`src/rtl/muldiv_pkg.sv`:
```
// Shared op codes, FSM state encoding and op-decode helpers for the HI/LO issue path.
package muldiv_pkg;

    typedef enum logic [2:0] {
        MD_MULT  = 3'd0,
        MD_MULTU = 3'd1,
        MD_DIV   = 3'd2,
        MD_DIVU  = 3'd3,
        MD_MTHI  = 3'd4,
        MD_MTLO  = 3'd5,
        MD_MFHI  = 3'd6,
        MD_MFLO  = 3'd7
    } md_op_t;

    typedef enum logic [2:0] {
        ST_IDLE   = 3'd0,
        ST_MWAIT  = 3'd1,
        ST_DSTART = 3'd2,
        ST_DWAIT  = 3'd3,
        ST_COMMIT = 3'd4,
        ST_WR     = 3'd5,
        ST_DRAIN  = 3'd6
    } md_state_t;

    // Signed variants of multiply and divide.
    function automatic logic is_signed(input md_op_t op);
        return (op == MD_MULT) || (op == MD_DIV);
    endfunction

    // Ops that run through the divider.
    function automatic logic is_div(input md_op_t op);
        return (op == MD_DIV) || (op == MD_DIVU);
    endfunction

    // Ops that run through the multiplier.
    function automatic logic is_mul(input md_op_t op);
        return (op == MD_MULT) || (op == MD_MULTU);
    endfunction

endpackage

```
`src/rtl/muldiv_issue_ctrl_if.sv`:
```
// Op handshake from ID/EX plus control/operand bus to the HI/LO multiply-divide unit.
interface muldiv_issue_ctrl_if
    import muldiv_pkg::*;
#(
    parameter int unsigned WIDTH = 32
);

    logic             op_valid;
    md_op_t           op_code;
    logic [WIDTH-1:0] op_a;
    logic [WIDTH-1:0] op_b;
    logic             flush;
    logic             op_ready;
    logic             stall;
    logic [WIDTH-1:0] md_a;
    logic [WIDTH-1:0] md_b;
    logic             md_signed;
    logic             md_sel;
    logic             md_start;
    logic             md_exe;
    logic             md_hi_we;
    logic             md_lo_we;
    logic             md_busy;
    logic             div_err;

    // Sequencer side.
    modport slave (
        input  op_valid, op_code, op_a, op_b, flush, md_busy,
        output op_ready, stall, md_a, md_b, md_signed, md_sel,
               md_start, md_exe, md_hi_we, md_lo_we, div_err
    );

    // Pipeline / unit side.
    modport master (
        output op_valid, op_code, op_a, op_b, flush, md_busy,
        input  op_ready, stall, md_a, md_b, md_signed, md_sel,
               md_start, md_exe, md_hi_we, md_lo_we, div_err
    );

endinterface

```
`src/rtl/muldiv_issue_ctrl_md_wait_counter.sv`:
```
// Loadable down-counter with zero flag; shared by multiplier latency and divide watchdog.
module md_wait_counter #(
    parameter int unsigned CW = 8
) (
    input  logic          clk,
    input  logic          rst,
    input  logic          load,
    input  logic [CW-1:0] load_val,
    input  logic          dec,
    output logic          zero_c
);

    logic [CW-1:0] count;

    // Load has priority; decrement saturates at zero.
    always_ff @(posedge clk) begin
        if (rst) begin
            count <= '0;
        end else if (load) begin
            count <= load_val;
        end else if (dec && (count != '0)) begin
            count <= count - CW'(1);
        end
    end

    assign zero_c = (count == '0);

endmodule

```
`src/rtl/muldiv_issue_ctrl.sv`:
```
// Issue sequencer between ID/EX and the HI/LO multiply-divide unit.
module muldiv_issue_ctrl
    import muldiv_pkg::*;
#(
    parameter int unsigned WIDTH   = 32,
    parameter int unsigned MUL_LAT = 2,
    parameter int unsigned DIV_TMO = 64
) (
    input  logic                clk,
    input  logic                rst,
    muldiv_issue_ctrl_if.slave  bus
);

    localparam int unsigned CNT_MAX = (DIV_TMO > MUL_LAT) ? DIV_TMO : MUL_LAT;
    localparam int unsigned CW      = $clog2(CNT_MAX + 1);

    md_state_t        state;
    logic [WIDTH-1:0] md_a;
    logic [WIDTH-1:0] md_b;
    logic             md_signed;
    logic             md_sel;
    logic             md_start;
    logic             md_exe;
    logic             md_hi_we;
    logic             md_lo_we;
    logic             div_err;
    logic             seen_busy;

    logic             op_ready;
    logic             accept;
    logic             cnt_load;
    logic [CW-1:0]    cnt_val;
    logic             cnt_dec;
    logic             cnt_zero;

    // Only IDLE accepts; a flush in IDLE drops whatever is presented that cycle.
    assign op_ready = (state == ST_IDLE);
    assign accept   = bus.op_valid && op_ready && !bus.flush;

    // Counter control: multiplier latency on MULT accept, watchdog armed in DSTART.
    always_comb begin
        cnt_load = 1'b0;
        cnt_val  = '0;
        cnt_dec  = (state == ST_MWAIT) || (state == ST_DWAIT) || (state == ST_DRAIN);
        if (accept && is_mul(bus.op_code)) begin
            cnt_load = 1'b1;
            cnt_val  = CW'(MUL_LAT - 1);
        end else if (state == ST_DSTART) begin
            cnt_load = 1'b1;
            cnt_val  = CW'(DIV_TMO - 1);
        end
    end

    md_wait_counter #(.CW(CW)) u_cnt (
        .clk      (clk),
        .rst      (rst),
        .load     (cnt_load),
        .load_val (cnt_val),
        .dec      (cnt_dec),
        .zero_c   (cnt_zero)
    );

    // Sequencer FSM; every unit-facing pulse is registered on entry to its state.
    always_ff @(posedge clk) begin
        if (rst) begin
            state     <= ST_IDLE;
            md_a      <= '0;
            md_b      <= '0;
            md_signed <= 1'b0;
            md_sel    <= 1'b0;
            md_start  <= 1'b0;
            md_exe    <= 1'b0;
            md_hi_we  <= 1'b0;
            md_lo_we  <= 1'b0;
            div_err   <= 1'b0;
            seen_busy <= 1'b0;
        end else begin
            md_start <= 1'b0;
            md_exe   <= 1'b0;
            md_hi_we <= 1'b0;
            md_lo_we <= 1'b0;
            case (state)
                ST_IDLE: begin
                    if (accept) begin
                        case (bus.op_code)
                            MD_MULT, MD_MULTU: begin
                                md_a      <= bus.op_a;
                                md_b      <= bus.op_b;
                                md_signed <= is_signed(bus.op_code);
                                md_sel    <= 1'b0;
                                state     <= ST_MWAIT;
                            end
                            MD_DIV, MD_DIVU: begin
                                md_a      <= bus.op_a;
                                md_b      <= bus.op_b;
                                md_signed <= is_signed(bus.op_code);
                                md_sel    <= 1'b1;
                                md_start  <= 1'b1;
                                state     <= ST_DSTART;
                            end
                            MD_MTHI: begin
                                md_a     <= bus.op_a;
                                md_hi_we <= 1'b1;
                                state    <= ST_WR;
                            end
                            MD_MTLO: begin
                                md_a     <= bus.op_a;
                                md_lo_we <= 1'b1;
                                state    <= ST_WR;
                            end
                            default: begin
                                // MFHI/MFLO: HI/LO is already settled when we are idle.
                            end
                        endcase
                    end
                end
                ST_MWAIT: begin
                    if (bus.flush) begin
                        state <= ST_IDLE;
                    end else if (cnt_zero) begin
                        md_exe <= 1'b1;
                        state  <= ST_COMMIT;
                    end
                end
                ST_DSTART: begin
                    seen_busy <= 1'b0;
                    state     <= bus.flush ? ST_IDLE : ST_DWAIT;
                end
                ST_DWAIT: begin
                    if (bus.md_busy) begin
                        seen_busy <= 1'b1;
                    end
                    if (bus.flush) begin
                        state <= ST_DRAIN;
                    end else if (seen_busy && !bus.md_busy) begin
                        md_exe <= 1'b1;
                        state  <= ST_COMMIT;
                    end else if (cnt_zero) begin
                        div_err <= 1'b1;
                        state   <= ST_IDLE;
                    end
                end
                ST_DRAIN: begin
                    // Divider keeps running after a flush; wait it out so HI/LO is quiet.
                    if (bus.md_busy) begin
                        seen_busy <= 1'b1;
                    end
                    if (seen_busy && !bus.md_busy) begin
                        state <= ST_IDLE;
                    end else if (cnt_zero) begin
                        div_err <= 1'b1;
                        state   <= ST_IDLE;
                    end
                end
                ST_COMMIT, ST_WR: begin
                    state <= ST_IDLE;
                end
                default: begin
                    state <= ST_IDLE;
                end
            endcase
        end
    end

    assign bus.op_ready  = op_ready;
    assign bus.stall     = bus.op_valid && !op_ready;
    assign bus.md_a      = md_a;
    assign bus.md_b      = md_b;
    assign bus.md_signed = md_signed;
    assign bus.md_sel    = md_sel;
    assign bus.md_start  = md_start;
    assign bus.md_exe    = md_exe;
    assign bus.md_hi_we  = md_hi_we;
    assign bus.md_lo_we  = md_lo_we;
    assign bus.div_err   = div_err;

endmodule

```
`src/flat_wrapper.sv`:
```
// flat-port wrapper written by rule: the top's interface ports become plain ports
module muldiv_issue_ctrl_flat import muldiv_pkg::*;
#(
    parameter int unsigned WIDTH   = 32,
    parameter int unsigned MUL_LAT = 2,
    parameter int unsigned DIV_TMO = 64
)
  (clk, rst, bus_op_valid, bus_op_code, bus_op_a, bus_op_b, bus_flush, bus_md_busy, bus_op_ready, bus_stall, bus_md_a, bus_md_b, bus_md_signed, bus_md_sel, bus_md_start, bus_md_exe, bus_md_hi_we, bus_md_lo_we, bus_div_err);
  muldiv_issue_ctrl_if #(.WIDTH(WIDTH)) bus_i ();
  input  logic clk;
  input  logic rst;
  input wire logic [$bits(bus_i.op_valid)-1:0] bus_op_valid;
  input wire logic [$bits(bus_i.op_code)-1:0] bus_op_code;
  input wire logic [$bits(bus_i.op_a)-1:0] bus_op_a;
  input wire logic [$bits(bus_i.op_b)-1:0] bus_op_b;
  input wire logic [$bits(bus_i.flush)-1:0] bus_flush;
  input wire logic [$bits(bus_i.md_busy)-1:0] bus_md_busy;
  output wire logic [$bits(bus_i.op_ready)-1:0] bus_op_ready;
  output wire logic [$bits(bus_i.stall)-1:0] bus_stall;
  output wire logic [$bits(bus_i.md_a)-1:0] bus_md_a;
  output wire logic [$bits(bus_i.md_b)-1:0] bus_md_b;
  output wire logic [$bits(bus_i.md_signed)-1:0] bus_md_signed;
  output wire logic [$bits(bus_i.md_sel)-1:0] bus_md_sel;
  output wire logic [$bits(bus_i.md_start)-1:0] bus_md_start;
  output wire logic [$bits(bus_i.md_exe)-1:0] bus_md_exe;
  output wire logic [$bits(bus_i.md_hi_we)-1:0] bus_md_hi_we;
  output wire logic [$bits(bus_i.md_lo_we)-1:0] bus_md_lo_we;
  output wire logic [$bits(bus_i.div_err)-1:0] bus_div_err;
  assign bus_i.op_valid = bus_op_valid;
  assign bus_i.op_code = bus_op_code;
  assign bus_i.op_a = bus_op_a;
  assign bus_i.op_b = bus_op_b;
  assign bus_i.flush = bus_flush;
  assign bus_i.md_busy = bus_md_busy;
  assign bus_op_ready = bus_i.op_ready;
  assign bus_stall = bus_i.stall;
  assign bus_md_a = bus_i.md_a;
  assign bus_md_b = bus_i.md_b;
  assign bus_md_signed = bus_i.md_signed;
  assign bus_md_sel = bus_i.md_sel;
  assign bus_md_start = bus_i.md_start;
  assign bus_md_exe = bus_i.md_exe;
  assign bus_md_hi_we = bus_i.md_hi_we;
  assign bus_md_lo_we = bus_i.md_lo_we;
  assign bus_div_err = bus_i.div_err;
  muldiv_issue_ctrl #(.WIDTH(WIDTH), .MUL_LAT(MUL_LAT), .DIV_TMO(DIV_TMO)) u_core (.clk(clk), .rst(rst), .bus(bus_i));
endmodule
```
`config.mk`:
```
export PLATFORM = sky130hd
export DESIGN_NAME = muldiv_issue_ctrl_flat
export DESIGN_NICKNAME = d
export VERILOG_FILES = /design/src/rtl/muldiv_pkg.sv /design/src/rtl/muldiv_issue_ctrl_if.sv /design/src/rtl/muldiv_issue_ctrl_md_wait_counter.sv /design/src/rtl/muldiv_issue_ctrl.sv /design/src/flat_wrapper.sv
export SDC_FILE = /design/constraint.sdc
export NUM_CORES = 1
export LEC_CHECK = 0
export BUFFER_PORTS_ARGS = -buffer_cell sky130_fd_sc_hd__buf_2
export CORE_ASPECT_RATIO = 2
export CORE_MARGIN = 1.5
export CORE_UTILIZATION = 50
export DETAILED_ROUTE_END_ITERATION = 6
export GPL_TIMING_DRIVEN = 0
export PLACE_DENSITY = 0.88
export SYNTH_ARGS = -nofsm -noshare
export SYNTH_HDL_FRONTEND = slang
export SYNTH_HIERARCHICAL = 1
export SYNTH_SLANG_ARGS = --single-unit
```
`constraint.sdc`:
```
create_clock -name clk -period 6.2 [get_ports clk]
set_clock_uncertainty 0.2 [all_clocks]
set_input_delay 0.62 -clock clk [delete_from_list [all_inputs] [get_ports clk]]
set_output_delay 0.62 -clock clk [all_outputs]
set_load 0.005 [all_outputs]
```
# Yosys cells after proc, flatten, opt, wreduce, memory -nomap -nowiden

Cells that the tools add are included.

Mux-type cells: 31
Eq/ne operators: 14
Reductions and logical operators: 34
Add/subtract/negate cells: 1
Bitwise logic cells: 2

Operators with widths:

| operator                                                              | number |
|---|---|
| 3-bit two-way mux                                                     | 7 |
| 7-bit two-way mux                                                     | 3 |
| 3-bit one-hot mux with 5 select lines                                 | 1 |
| 1-bit two-way mux                                                     | 13 |
| 3-bit by 2-bit equality test with 1-bit output, second input constant | 4 |
| 3-bit AND reduction                                                   | 4 |
| 3-bit equality test, second input constant                            | 3 |
| 3-bit one-hot mux with 3 select lines                                 | 1 |
| 1-bit one-hot mux with 2 select lines                                 | 4 |
| 2-bit nonzero test                                                    | 4 |
| 2-bit OR reduction                                                    | 4 |
| 7-bit zero test                                                       | 1 |
| 7-bit nonzero test                                                    | 1 |
| 7-bit by 1-bit subtractor with 7-bit output, second input constant    | 1 |
| 3-bit by 1-bit equality test with 1-bit output, second input constant | 2 |
| 1-bit logical AND                                                     | 6 |
| 3-bit zero test                                                       | 2 |
| 6-bit two-way mux                                                     | 1 |
| 6-bit OR reduction                                                    | 1 |
| 1-bit logical OR                                                      | 4 |
| 2-bit != test, second input constant                                  | 2 |
| 4-bit != test, second input constant                                  | 1 |
| 2-bit AND reduction                                                   | 2 |
| 4-bit OR reduction                                                    | 1 |
| 6 further kinds                                                       | 9 |

Logic and storage cells: 94
Input bits: 72
Flip-flop bits (word level): 82

# Logic depth before layout (Yosys ltp)

Gate-level depths: netlist of run 1.

Word-level depth: 6
Depth in mapped cells: 8
Depth with buffers taken out: 8

# Modules after synthesis

Netlist of run 1, hierarchy kept.

By module, submodules not included:

| module            | cells an instance | seq. area each (um2) | times used | area an instance (um2) |
|---|---|---|---|---|
| muldiv_issue_ctrl | 353               | 1501.4               | 1          | 2812.7 |
| md_wait_counter   | 48                | 140.1                | 1          | 419.2 |

# Least setup slack after synthesis of run 1

OpenSTA, ideal clock, no wires.

Path type: input -> register
Start point: input bus_op_valid
End point: register u_core.u_cnt.count[4]
Setup time: 0.137 ns
Arrival time: 2.122 ns
Stages on the path: 7
Buffers on the path: 1
Slack: 3.742 ns
Cells stage by stage: nor2b_1 > nand3b_1 > clkbuf_1 > o22ai_1 > inv_1 > nor2_1 > a311oi_2

Cells in the longest elaborated chain, start to end: 5

RTL lines:

| element                                                 | RTL line                                | RTL |
|---|---|---|
| start, declared                                         | flat_wrapper.sv:12                      | `input wire logic [$bits(bus_i.op_valid)-1:0] bus_op_valid;` |
| 1-bit logical AND (*) (2 in series)                     | muldiv_issue_ctrl.sv:38                 | `assign accept = bus.op_valid && op_ready && !bus.flush;` |
| 1-bit logical AND (*)                                   | muldiv_issue_ctrl.sv:45                 | `if (accept && is_mul(bus.op_code)) begin` |
| 1-bit two-way mux (*)                                   | muldiv_issue_ctrl.sv:45                 |  |
| net u_core.cnt_load                                     | muldiv_issue_ctrl.sv:31                 | `logic cnt_load;` |
| 7-bit two-way mux or 2-bit nonzero test (tied branches) | -                                       |  |
| end signal, assigned                                    | muldiv_issue_ctrl_md_wait_counter.sv:20 | `count <= load_val;` |
| end signal, assigned                                    | muldiv_issue_ctrl_md_wait_counter.sv:22 | `count <= count - CW'(1);` |
| end, declared                                           | muldiv_issue_ctrl_md_wait_counter.sv:13 | `logic [CW-1:0] count;` |

Mark *: on every way through the listed nets, which the timed path passes. The rest lies on a longest branch.
A chain may end at the register's enable or synchronous reset.

# Worst setup path in the final report of run 1

Start point: register u_core.state[1]
End point: register u_core.u_cnt.count[4]

Cells in the longest elaborated chain, start to end: 6

RTL lines:

| element                                                 | RTL line                 | RTL |
|---|---|---|
| start, declared                                         | muldiv_issue_ctrl.sv:17  | `md_state_t state;` |
| start signal, assigned                                  | muldiv_issue_ctrl.sv:127 | `state <= bus.flush ? ST_IDLE : ST_DWAIT;` |
| 3-bit zero test                                         | muldiv_issue_ctrl.sv:37  | `assign op_ready = (state == ST_IDLE);` |
| 1-bit logical AND (2 in series)                         | muldiv_issue_ctrl.sv:38  |  |
| 1-bit logical AND                                       | muldiv_issue_ctrl.sv:45  |  |
| 1-bit two-way mux (*)                                   | muldiv_issue_ctrl.sv:45  |  |
| net u_core.cnt_load                                     | muldiv_issue_ctrl.sv:31  |  |
| 7-bit two-way mux or 2-bit nonzero test (tied branches) | -                        |  |

Marked as above.

==> results of run 1 <==
==> flip-flops by register name, summed over array words and instances (netlist names) <==
signal / flops
u_core/bus.md_lo_we: 1
u_core/bus.md_b: 32
u_core/u_cnt/count: 7
u_core/state: 3
u_core/bus.md_sel: 1
u_core/bus.md_a: 32
u_core/bus.md_signed: 1
u_core/seen_busy: 1
u_core/bus.md_hi_we: 1
u_core/bus.div_err: 1
u_core/bus.md_exe: 1
u_core/bus.md_start: 1
==> routing by layer <==
| layer | up-vias | track usage | share of wire |
|---|---|---|---|
| met2 | 128 | 0.451 | 0.56 |
| met5 | - | 0 | 0 |
| met4 | 0 | 0.145 | 0.031 |
| met3 | 22 | 0.0653 | 0.055 |
| met1 | 1517 | 0.246 | 0.35 |
| li1 | 1649 | - | - |
==> power by group <==
group | switching (mW) | internal, mW | leakage, nW
combinational | 0.103 | 0.0810 | 1.11
clock | 0.196 | 0.331 | 0.151
sequential | 0.0164 | 0.553 | 0.666
==> final cells by class <==
type                       count  area (um2)  share of cell area
sequential                    82        1640               0.376
multi-input combinational    288        1430               0.326
timing repair buffer         144         721               0.165
clock buffer                  11         253              0.0579
buffer                        25         143              0.0327
tap                           86         108              0.0246
clock inverter                 5        52.6              0.0120
inverter                       6        22.5             0.00516
==> placed cells by master (no fill, tap or decap), drive strengths merged <==
| cell type | Yosys | routed |
|---|---|---|
| nand2 | 138 | 138 |
| o21ai | 3 | 3 |
| inv | 6 | 6 |
| a311oi | 2 | 2 |
| nor4b | 2 | 2 |
| conb | 1 | 1 |
| o31ai | 2 | 2 |
| o31a | 1 | 1 |
| nand3b | 2 | 2 |
| nand3 | 4 | 4 |
| clkbuf | 16 | 27 |
| nor2 | 13 | 13 |
| xnor2 | 1 | 1 |
| a21boi | 1 | 1 |
| ha | 1 | 1 |
| nor4 | 5 | 5 |
| or4 | 2 | 2 |
| o22ai | 1 | 1 |
| mux2i | 3 | 3 |
| a211oi | 4 | 4 |
| or3 | 3 | 3 |
| a21oi | 71 | 71 |
| or3b | 1 | 1 |
| bufinv | 0 | 1 |
| clkinvlp | 0 | 1 |
| nor3 | 4 | 4 |
| o32ai | 1 | 1 |
| o211ai | 1 | 1 |
| or2 | 1 | 1 |
| o21a | 3 | 3 |
| dfxtp | 82 | 82 |
| xor2 | 1 | 1 |
| clkinv | 0 | 3 |
| buf | 9 | 153 |
| nor3b | 1 | 1 |
| nand2b | 6 | 6 |
| and3 | 1 | 1 |
| and2 | 2 | 2 |
| a31oi | 3 | 3 |
| nor2b | 3 | 3 |
==> worst reg2reg max path: cells and delay by family, from the launching register on <==
kind | cells | cell delay, ns
AND/OR/NAND/NOR | 3 | 0.85
buffers and inverters | 3 | 0.71
AO/OA/AOI/OAI | 2 | 0.61
flip-flops | 1 | 0.35
==> per-stage QoR <==
stage / std cells / setup WS, ns / util / power [mW]
after floorplan: 401 / 3.74 / - / 0.687
after global placement: 631 / 3.15 / 0.649 / 0.753
after detailed placement: 631 / 3.12 / 0.649 / 0.760
after CTS: 647 / 3.38 / 0.698 / 1.29
after global routing: 647 / 3.07 / 0.698 / 1.34
final: 647 / 3.35 / 0.698 / 1.28
==> path summary, 6_finish.rpt <==
check	startpoint	to	slack [ns]
setup / recovery	u_core/state[1]$_SDFFE_PP0P_	u_core/u_cnt/count[4]$_SDFFE_PP0P_	3.35
hold / removal	u_core/bus.md_b[12]$_SDFFE_PP0P_	u_core/bus.md_b[12]$_SDFFE_PP0P_	0.25
setup reg to reg	u_core/state[1]$_SDFFE_PP0P_	u_core/u_cnt/count[4]$_SDFFE_PP0P_	3.35
hold reg to reg	u_core/bus.md_b[12]$_SDFFE_PP0P_	u_core/bus.md_b[12]$_SDFFE_PP0P_	0.25
==> cell families (layout without fill, tap and decap cells) <==
| family | count (synthesis) | after routing | share of synthesized area |
|---|---|---|---|
| XOR/XNOR | 2 | 2 | 0.00542 |
| other | 1 | 1 | 0.00116 |
| flip-flops | 82 | 82 | 0.508 |
| AND/OR/NAND/NOR | 188 | 188 | 0.259 |
| AO/OA/AOI/OAI | 93 | 93 | 0.162 |
| adder cells (fa/ha/maj) | 1 | 1 | 0.00387 |
| buffers and inverters | 31 | 191 | 0.0511 |
| multiplexers | 3 | 3 | 0.00929 |
==> results by group, run 1 <==
Layout
  • Final instance area: 0.00437 mm2
  • Share of cells above drive strength 1: 0.316
  • # fillers: 505
  • ANT cells: 0
  • Layout overhead on the synthesized area: 35.1%
  • Fin nets: 629

Clock network
  • CTS Buf Count: 9
  • Clk slew on worst S/H paths: 0.06 ns
  • CTS root buffer: clkbuf_16
  • Postcts setup bufs: 0
  • Clk Latency, worst-skew pair: 0.33 ns
  • Longest Clk Path Bufs: 2
  • CTS tree: built
  • CTS hold repair buffers: 0
  • TritonCTS Sinks: 82
  • H-tree levels: 3
  • PostCTS Resize Cnt: 0

Status
  • Status: completed

Run
  • Max-cap violations: 0

STA
  • Slew HR: 0.590
  • Setup_tns: 0 ns
  • Fin crit share: 0.459
  • Final Hold Viols: 0
  • Post-layout min period: 2.85 ns
  • Unrepaired setup endpoints after global routing: no
  • Final setup vio count: 0
  • Worst hold slack: 0.250 ns
  • Max Fclk: 0.351 GHz
  • Worst-Margin Slew: 0.614 ns
  • Slew Limit Fails: 0

Logic synthesis
  • Synth Instances: 401
  • Most frequent cells after synthesis: 138 x nand2_1, 82 x dfxtp_1, 70 x a21oi_1, 16 x clkbuf_1, 13 x nor2_1
  • Ranking of synthesized cells by area: dfxtp_1 51%, nand2_1 16%, a21oi_1 11%, buf_6 2.1%, clkbuf_1 1.9%
  • Post-synth cell types: 45
  • Synth warnings: 6
  • Mapped Area: 0.00323 mm2
  • Main synth FF type: dfxtp_1
  • Yosys reg bits: 82
  • Cell taking the most area after synthesis: dfxtp_1
  • Avg Inst Size Synth: 8.06 um2
  • Yosys top cell area share: 0.508
  • Register area share after synthesis: 0.508
  • Count leader, synth: nand2_1
  • Async set or reset register ratio after synthesis: 0
  • EDFF count, synth: 0
  • Post-Syn Nets: 474

Global route
  • Antenna violations before repair: 0
  • Vias in the first global route: 3,099
  • Pin count of the biggest net entering global routing: 14
  • GR Overflow Total: 0
  • First-pass GRT wire length: 13.4 mm
  • Gr usage total: 0.251

Critical path
  • CP Capture Type: flop
  • Crit start category: flop
  • Buffers and inverters on the worst path: 3
  • Largest delay share family, worst path: simple AND/OR/NAND/NOR gates
  • CP max stage delay: 0.55 ns
  • Arrival time worst endpoint: 2.84 ns
  • Stages on worst setup path: 8
  • Critical Path RT: 6.19 ns
  • Critical path type: flop to flop
  • CP cell instances: or3_4 -> inv_2 -> nand3b_1 -> clkbuf_1 -> o22ai_1 -> inv_1 -> nor2_1 -> a311oi_2
  • FF-to-FF path depth: 8
  • CP max stage cell: o22ai_1
  • Critical path fanouts, max: 10

Drt
  • Avg Vias per Cell: 5.13
  • DR pass1 iterations: 4
  • Routed Antenna Nets: 0
  • Initial DRC count: 169
  • Via count: 3,316
  • Post-route DRC violation count: 0
  • Drt total wl: 8.86 mm
  • WL per Instance: 13.7 um

Placed design
  • Hpwl dp: 6.79 mm
  • # port buffers: 144
  • Gp weighted congestion: 1.00
  • Area of placed instances: 0.00406 mm2

Pwr
  • Max VDD drop: 0.194 mV
  • PD cells: 293 mW/mm2
  • Leak: 1.93 nW

Die
  • Die Ht: 117 um
  • Die footprint: 0.00698 mm2
  • Rows: 41
  • Core ar.: 0.00626 mm2
  • Chip width: 59.9 um
  • Initial Utilization: 0.516
  • Total I/O pin count: 145

Worst hold path
  • Worst Hold Depth: 2
  • Hold Crit Class: flop to flop
Note: power is estimated with default switching activity, not from simulation.
==> run 2, diff against run 1 <==
Settings changed: ABC_AREA from default to 1, CORE_UTILIZATION 50 to 49, PLACE_DENSITY 0.88 to 0.84.
Clock period 6.2 ns to 3 ns, I/O delays scaled along.
==> run 2 against run 1 <==
- synthesized area up 17%
- clock-buffer cell count unchanged
- sequential share of layout area shrank 4.4 points
- largest power group unchanged
- clock power up 110%
- critical endpoint is now u_core/u_cnt/count[5]$_SDFFE_PP0P_
- first-iteration DRC count increased by 17%
- critical path depth rose by 4
- wire length grew 17%
==> results by group, run 2 <==
Logic synthesis
  • EDFF count, synth: 0 (unchanged)
  • Post-Syn Nets: 558 (was 474)
  • Most frequent cells after synthesis: 110 x nand2_1, 82 x dfxtp_1, 57 x nand3_1, 43 x a21oi_1, 42 x nor2_1 (was 138 x nand2_1, 82 x dfxtp_1, 70 x a21oi_1, 16 x clkbuf_1, 13 x nor2_1)
  • Synth warnings: 6 (unchanged)
  • Ranking of synthesized cells by area: dfxtp_1 43%, nand2_1 11%, nand3_2 8.2%, nand3_1 7.5%, a21oi_2 6.9% (was dfxtp_1 51%, nand2_1 16%, a21oi_1 11%, buf_6 2.1%, clkbuf_1 1.9%)
  • Yosys reg bits: 82 (unchanged)
  • Yosys top cell area share: 0.434 (was 0.508)
  • Register area share after synthesis: 0.434 (was 0.508)
  • Mapped Area: 0.00379 mm2 (was 0.00323 mm2)
  • Cell taking the most area after synthesis: dfxtp_1 (unchanged)
  • Count leader, synth: nand2_1 (unchanged)
  • Post-synth cell types: 26 (was 45)
  • Avg Inst Size Synth: 7.81 um2 (was 8.06 um2)
  • Main synth FF type: dfxtp_1 (unchanged)
  • Async set or reset register ratio after synthesis: 0 (unchanged)
  • Synth Instances: 485 (was 401)

Critical path
  • Arrival time worst endpoint: 2.60 ns (was 2.84 ns)
  • FF-to-FF path depth: 12 (was 8)
  • Crit path from: u_core/state[1]$_SDFFE_PP0P_ (unchanged)
  • Critical path fanouts, max: 10 (unchanged)
  • FF-to-FF End: u_core/u_cnt/count[5]$_SDFFE_PP0P_ (was u_core/u_cnt/count[4]$_SDFFE_PP0P_)
  • Crit start category: flop (unchanged)
  • CP Capture Type: flop (unchanged)
  • Critical path type: flop to flop (unchanged)
  • R2r startpoint: u_core/state[1]$_SDFFE_PP0P_ (unchanged)
  • R2R Setup Slk: 0.42 ns (was 3.35 ns)
  • Critical Path RT: 3.02 ns (was 6.19 ns)
  • CP Capture Point: u_core/u_cnt/count[5]$_SDFFE_PP0P_ (was u_core/u_cnt/count[4]$_SDFFE_PP0P_)

STA
  • Max Fclk: 0.388 GHz (was 0.351 GHz)
  • Worst-Margin Slew: 0.699 ns (was 0.614 ns)
  • Final Hold Viols: 0 (unchanged)
  • Post-layout min period: 2.58 ns (was 2.85 ns)
  • Final setup vio count: 0 (unchanged)
  • Unrepaired setup endpoints after global routing: no (unchanged)
  • Slew Limit Fails: 0 (unchanged)
  • Fin crit share: 0.858 (was 0.459)
  • Slew HR: 0.534 (was 0.590)
  • Setup_tns: 0 ns (unchanged)

Drt
  • Post-route DRC violation count: 0 (unchanged)
  • DR pass1 iterations: 4 (unchanged)
  • WL per Instance: 14.0 um (was 13.7 um)
  • DR WL met3: 531 um (was 489 um)
  • Drt total wl: 10.3 mm (was 8.86 mm)
  • M1 wire length: 3.73 mm (was 3.14 mm)
  • Via count: 3,815 (was 3,316)
  • Total length of routed met2 wires: 5.77 mm (was 4.96 mm)
  • Initial DRC count: 198 (was 169)
  • Top Layer Used: met4 (unchanged)
  • Avg Vias per Cell: 5.16 (was 5.13)
  • Routed Antenna Nets: 0 (unchanged)

Layout
  • Top Registers: u_core/bus.md_a (32), u_core/bus.md_b (32), u_core/u_cnt/count (7) (unchanged)
  • Register area: 0.00164 mm2 (unchanged)
  • Share of cells above drive strength 1: 0.393 (was 0.316)
  • ANT cells: 0 (unchanged)
  • Multi-input gate area: 0.00184 mm2 (was 0.00143 mm2)
  • Layout overhead on the synthesized area: 30.4% (was 35.1%)
  • # fillers: 688 (was 505)
  • Most frequent cells in the layout: 159 x buf_2, 110 x nand2_1, 82 x dfxtp_1 (was 144 x buf_2, 138 x nand2_1, 82 x dfxtp_1)
  • Final instance area: 0.00494 mm2 (was 0.00437 mm2)
  • Most common cell after layout, fill and taps aside: buf_2 (unchanged)
  • Fin nets: 714 (was 629)

Worst hold path
  • Hold Crit Class: input pin to flop (was flop to flop)

Pwr
  • PD cells: 575 mW/mm2 (was 293 mW/mm2)
  • Max VDD drop: 0.367 mV (was 0.194 mV)
  • Leak: 2.29 nW (was 1.93 nW)

Placed design
  • Gp weighted congestion: 0.874 (was 1.00)
  • Hpwl dp: 7.81 mm (was 6.79 mm)
  • Area of placed instances: 0.00462 mm2 (was 0.00406 mm2)
  • # port buffers: 144 (unchanged)

Global route
  • First-pass GRT wire length: 16.2 mm (was 13.4 mm)
  • Gr usage total: 0.250 (was 0.251)
  • Pin count of the biggest net entering global routing: 15 (was 14)
  • Antenna violations before repair: 0 (unchanged)
  • Vias in the first global route: 3,747 (was 3,099)
  • GR Overflow Total: 0 (unchanged)

Status
  • Status: completed (unchanged)

Clock network
  • Longest Clk Path Bufs: 2 (unchanged)
  • Clk slew on worst S/H paths: 0.06 ns (about the same)
  • TritonCTS Sinks: 82 (unchanged)
  • H-tree levels: 3 (unchanged)
  • CTS tree: built (unchanged)
  • CTS Buf Count: 9 (unchanged)
  • Clk Latency, worst-skew pair: 0.33 ns (about the same)
  • PostCTS Resize Cnt: 0 (unchanged)
  • CTS root buffer: clkbuf_16 (unchanged)

Die
  • Core ar.: 0.00754 mm2 (was 0.00626 mm2)
  • Chip width: 65.2 um (was 59.9 um)
  • Initial Utilization: 0.502 (was 0.516)
  • Die footprint: 0.00829 mm2 (was 0.00698 mm2)
  • Total I/O pin count: 145 (unchanged)
  • Rows: 45 (was 41)
  • Die Ht: 127 um (was 117 um)

Run
  • Max-cap violations: 0 (unchanged)
run 2: logic make-up after synthesis:
logic type | share of synthesized area
AOI/OAI and AO/OA | 0.129
adders and majority gates | 0.00330
buffers and inverters | 0.0803
DFF | 0.434
other | 0.000990
and+or+nand+nor | 0.353
run 2: critical path: stages (launching register included):
cell	delay [ns]
dfxtp_1	0.38
nor2_4	0.24
nand2_4	0.11
nor2_8	0.14
nand2_2	0.12
buf_2	0.22
o21ai_1	0.32
inv_1	0.20
buf_4	0.22
nor2_1	0.13
nor2_1	0.07
nand2_1	0.06
nor2_1	0.04
run 2: power breakdown:
part	leakage, nW	switching [mW]	internal, mW
combinational	1.47	0.344	0.211
sequential	0.666	0.0346	1.15
clock	0.150	0.433	0.672
total	2.29	0.811	2.03
run 2: routing by layer:
| metal | global-route usage | vias up |
|---|---|---|
| met5 | 0 | - |
| met4 | 0.138 | 0 |
| met3 | 0.0449 | 24 |
| met2 | 0.480 | 140 |
| met1 | 0.241 | 1756 |
| li1 | - | 1895 |
run 2: how the worst min path moves through the flow:
stage | cells after the start | startpoint | endpoint
2_1_floorplan | 1 | rst | u_core/u_cnt/count[3]$_SDFFE_PP0P_
3_3_place_gp | 2 | u_core/bus.div_err$_SDFFE_PP0P_ | u_core/bus.div_err$_SDFFE_PP0P_
3_5_place_dp | 2 | u_core/bus.div_err$_SDFFE_PP0P_ | u_core/bus.div_err$_SDFFE_PP0P_
4_1_cts | 3 | bus_op_a[23] | u_core/bus.md_a[23]$_SDFFE_PP0P_
5_1_grt | 3 | bus_op_a[23] | u_core/bus.md_a[23]$_SDFFE_PP0P_
6_report | 3 | bus_op_a[23] | u_core/bus.md_a[23]$_SDFFE_PP0P_
run 2: what timing repair did:
action	in CTS	in global routing
hold endpoints to repair	1	0
hold buffers	1	0
buffers inserted	0	0
run 2: per-stage QoR:
step                setup WS, ns  total power, mW  cells  hold slack, ns   util
CTS                        0.453             2.86    740          0.0136  0.655
floorplan                  0.900             1.57    485           0.172      -
global route               0.201             2.97    740          0.0160  0.655
global placement           0.404             1.73    723           0.239  0.613
finish                     0.425             2.84    740          0.0230  0.655
detailed placement         0.331             1.75    723           0.246  0.613
run 2: final cells by class:
type                       instances  share of cell area
buffer                            29              0.0350
clock buffer                      11              0.0492
timing repair buffer             145               0.148
tap                               94              0.0238
sequential                        82               0.332
inverter                          35              0.0266
multi-input combinational        339               0.373
clock inverter                     5              0.0124
==> run 3, diff against run 2 <==
--- a/config.mk
+++ b/config.mk
@@ -15,2 +15,3 @@
 export PLACE_DENSITY = 0.84
+export RECOVER_POWER = 25
 export SYNTH_ARGS = -nofsm -noshare
--- a/constraint.sdc
+++ b/constraint.sdc
@@ -4,2 +4,2 @@
 set_output_delay 0.3 -clock clk [all_outputs]
-set_load 0.005 [all_outputs]
+set_load 0.05 [all_outputs]
==> run 3 against run 2 <==
- worst setup slack got worse by 0.0076 ns
- sequential power barely moved
- largest power group unchanged
- fmax decreased by 0.30%
- non-clock buffer count stayed put
- critical endpoint unchanged
- power increased by 5.1%
- flip-flop and latch count unchanged
- hold slack got worse by 0.00054 ns
- wire length decreased by 0.17%
- core utilization fell by 0.63 points
- largest cell class unchanged
- design area shrank 0.96%
- sequential share of layout area increased by 0.32 points
==> results by group, run 3 (same netlist as run 2, synthesis figures left out) <==
Global route
  • Antenna violations before repair: 0 (unchanged)
  • First-pass GRT wire length: 16.2 mm (unchanged)
  • Pin count of the biggest net entering global routing: 15 (unchanged)
  • Vias in the first global route: 3,747 (unchanged)
  • Gr usage total: 0.250 (unchanged)
  • GR Overflow Total: 0 (unchanged)

STA
  • Slew HR: 0.530 (was 0.534)
  • Final setup vio count: 0 (unchanged)
  • Slew Limit Fails: 0 (unchanged)
  • Fin crit share: 0.861 (was 0.858)
  • Max Fclk: 0.387 GHz (was 0.388 GHz)
  • Unrepaired setup endpoints after global routing: no (unchanged)
  • Final Hold Viols: 0 (unchanged)
  • Worst-Margin Slew: 0.705 ns (was 0.699 ns)
  • Post-layout min period: 2.58 ns (about the same)
  • Setup_tns: 0 ns (unchanged)

Clock network
  • TritonCTS Sinks: 82 (unchanged)
  • Postcts setup bufs: 0 (unchanged)
  • Longest Clk Path Bufs: 2 (unchanged)
  • Clk Latency, worst-skew pair: 0.33 ns (about the same)
  • CTS tree: built (unchanged)
  • CTS root buffer: clkbuf_16 (unchanged)
  • Clk slew on worst S/H paths: 0.06 ns (about the same)
  • H-tree levels: 3 (unchanged)
  • CTS Buf Count: 9 (unchanged)

Critical path
  • Critical path fanouts, max: 10 (unchanged)
  • Crit path from: u_core/state[1]$_SDFFE_PP0P_ (unchanged)
  • Arrival time worst endpoint: 2.60 ns (about the same)
  • CP max stage cell: dfxtp_1 (unchanged)
  • Crit start category: flop (unchanged)
  • Most frequent CP cell: nor2_1 (unchanged)
  • CP max stage delay: 0.38 ns (about the same)
  • R2r startpoint: u_core/state[1]$_SDFFE_PP0P_ (unchanged)
  • Critical path type: flop to flop (unchanged)
  • FF-to-FF path depth: 12 (unchanged)
  • FF-to-FF End: u_core/u_cnt/count[5]$_SDFFE_PP0P_ (unchanged)
  • Critical Path RT: 3.02 ns (about the same)
  • CP Capture Point: u_core/u_cnt/count[5]$_SDFFE_PP0P_ (unchanged)
  • CP cell instances: nor2_4 -> nand2_4 -> nor2_8 -> nand2_2 -> buf_2 -> o21ai_1 -> inv_1 -> buf_4 -> nor2_1 -> nor2_1 -> nand2_1 -> nor2_1 (unchanged)
  • R2R Setup Slk: 0.42 ns (about the same)
  • CP Capture Type: flop (unchanged)

Drt
  • DR pass1 iterations: 4 (unchanged)
  • Drt total wl: 10.3 mm (about the same)
  • Routed Antenna Nets: 0 (unchanged)
  • Via count: 3,805 (was 3,815)
  • Post-route DRC violation count: 0 (unchanged)
  • Initial DRC count: 219 (was 198)
  • Avg Vias per Cell: 5.14 (was 5.16)
  • WL per Instance: 14.0 um (about the same)

Layout
  • # fillers: 720 (was 688)
  • Most frequent cells in the layout: 121 x buf_2, 110 x nand2_1, 82 x dfxtp_1 (was 159 x buf_2, 110 x nand2_1, 82 x dfxtp_1)
  • Fin nets: 714 (unchanged)
  • Share of cells above drive strength 1: 0.334 (was 0.393)
  • Layout overhead on the synthesized area: 29.2% (was 30.4%)
  • ANT cells: 0 (unchanged)
  • Final Util: 0.648 (was 0.655)
  • Most common cell after layout, fill and taps aside: buf_2 (unchanged)
  • Top Registers: u_core/bus.md_a (32), u_core/bus.md_b (32), u_core/u_cnt/count (7) (unchanged)

Die
  • Total I/O pin count: 145 (unchanged)
  • Rows: 45 (unchanged)
  • Die footprint: 0.00829 mm2 (unchanged)
  • Initial Utilization: 0.502 (unchanged)
  • Chip width: 65.2 um (unchanged)
  • Core ar.: 0.00754 mm2 (unchanged)
  • Die Ht: 127 um (unchanged)

Pwr
  • Leak: 2.13 nW (was 2.29 nW)
  • Max VDD drop: 0.388 mV (was 0.367 mV)
  • Pwr Total: 2.99 mW (was 2.84 mW)
  • PD cells: 610 mW/mm2 (was 575 mW/mm2)

Placed design
  • # port buffers: 144 (unchanged)
  • Hpwl dp: 7.81 mm (unchanged)
  • Gp weighted congestion: 0.874 (unchanged)

Status
  • Status: completed (unchanged)

Worst hold path
  • Hold Crit Class: input pin to flop (unchanged)

Run
  • Max-cap violations: 0 (unchanged)
## run 3: changes by cell type in the layout (fill, tap and decap cells not counted), sizes merged
cell / previous run / this run
buf: 164 / 126
clkbuf: 20 / 58
## run 3: metal layers
layer,part of all wire,global-route usage
met5,0,0
met4,0.028,0.138
met3,0.048,0.0449
met2,0.56,0.480
met1,0.36,0.241
## run 3: stage by stage
stage / setup WS (ns) / hold WS [ns] / cells / area [um2]
2_1_floorplan: 0.900 / 0.172 / 485 / 3790
3_3_place_gp: 0.404 / 0.239 / 723 / 4620
3_5_place_dp: 0.331 / 0.246 / 723 / 4620
4_1_cts: 0.453 / 0.0136 / 740 / 4940
5_1_grt: 0.201 / 0.0160 / 740 / 4890
6_report: 0.417 / 0.0225 / 740 / 4890
## run 3: power breakdown
part | switching, mW | total (mW) | internal [mW]
combinational | 0.493 | 0.699 | 0.206
sequential | 0.0353 | 1.18 | 1.15
clock | 0.432 | 1.10 | 0.672
## run 3: timing repair
action	4_1_cts	5_1_grt
endpoints found under the hold margin	1	0
gates resized for setup	0	0
setup endpoints to repair	0	0
hold buffers	1	0
## run 3: final cells by class
cell class	count	area, um2	share of cell area
Buffer	29	173	0.0353
Clock buffer	11	243	0.0496
Clock inverter	5	61.3	0.0125
Inverter	35	131	0.0269
Multi-Input combinational cell	339	1840	0.376
Sequential cell	82	1640	0.336
Tap cell	94	118	0.0240
Timing Repair Buffer	145	683	0.140
## run 3: worst min-delay path by stage
| stage | start | to | slack [ns] | depth (start not counted) |
|---|---|---|---|---|
| after floorplan | rst | u_core/u_cnt/count[3]$_SDFFE_PP0P_ | 0.17 | 1 |
| after global placement | u_core/bus.div_err$_SDFFE_PP0P_ | u_core/bus.div_err$_SDFFE_PP0P_ | 0.24 | 2 |
| after detailed placement | u_core/bus.div_err$_SDFFE_PP0P_ | u_core/bus.div_err$_SDFFE_PP0P_ | 0.25 | 2 |
| after CTS | bus_op_a[23] | u_core/bus.md_a[23]$_SDFFE_PP0P_ | 0.01 | 3 |
| after global routing | bus_op_a[23] | u_core/bus.md_a[23]$_SDFFE_PP0P_ | 0.02 | 3 |
| final | bus_op_a[23] | u_core/bus.md_a[23]$_SDFFE_PP0P_ | 0.02 | 3 |
## run 3: worst max-delay path: cells and delay by family, from the launching register on
family	cells	cell delay, ns
DFF	1	0.38
buffers and inverters	3	0.64
AOI/OAI and AO/OA	1	0.32
and+or+nand+nor	8	0.93
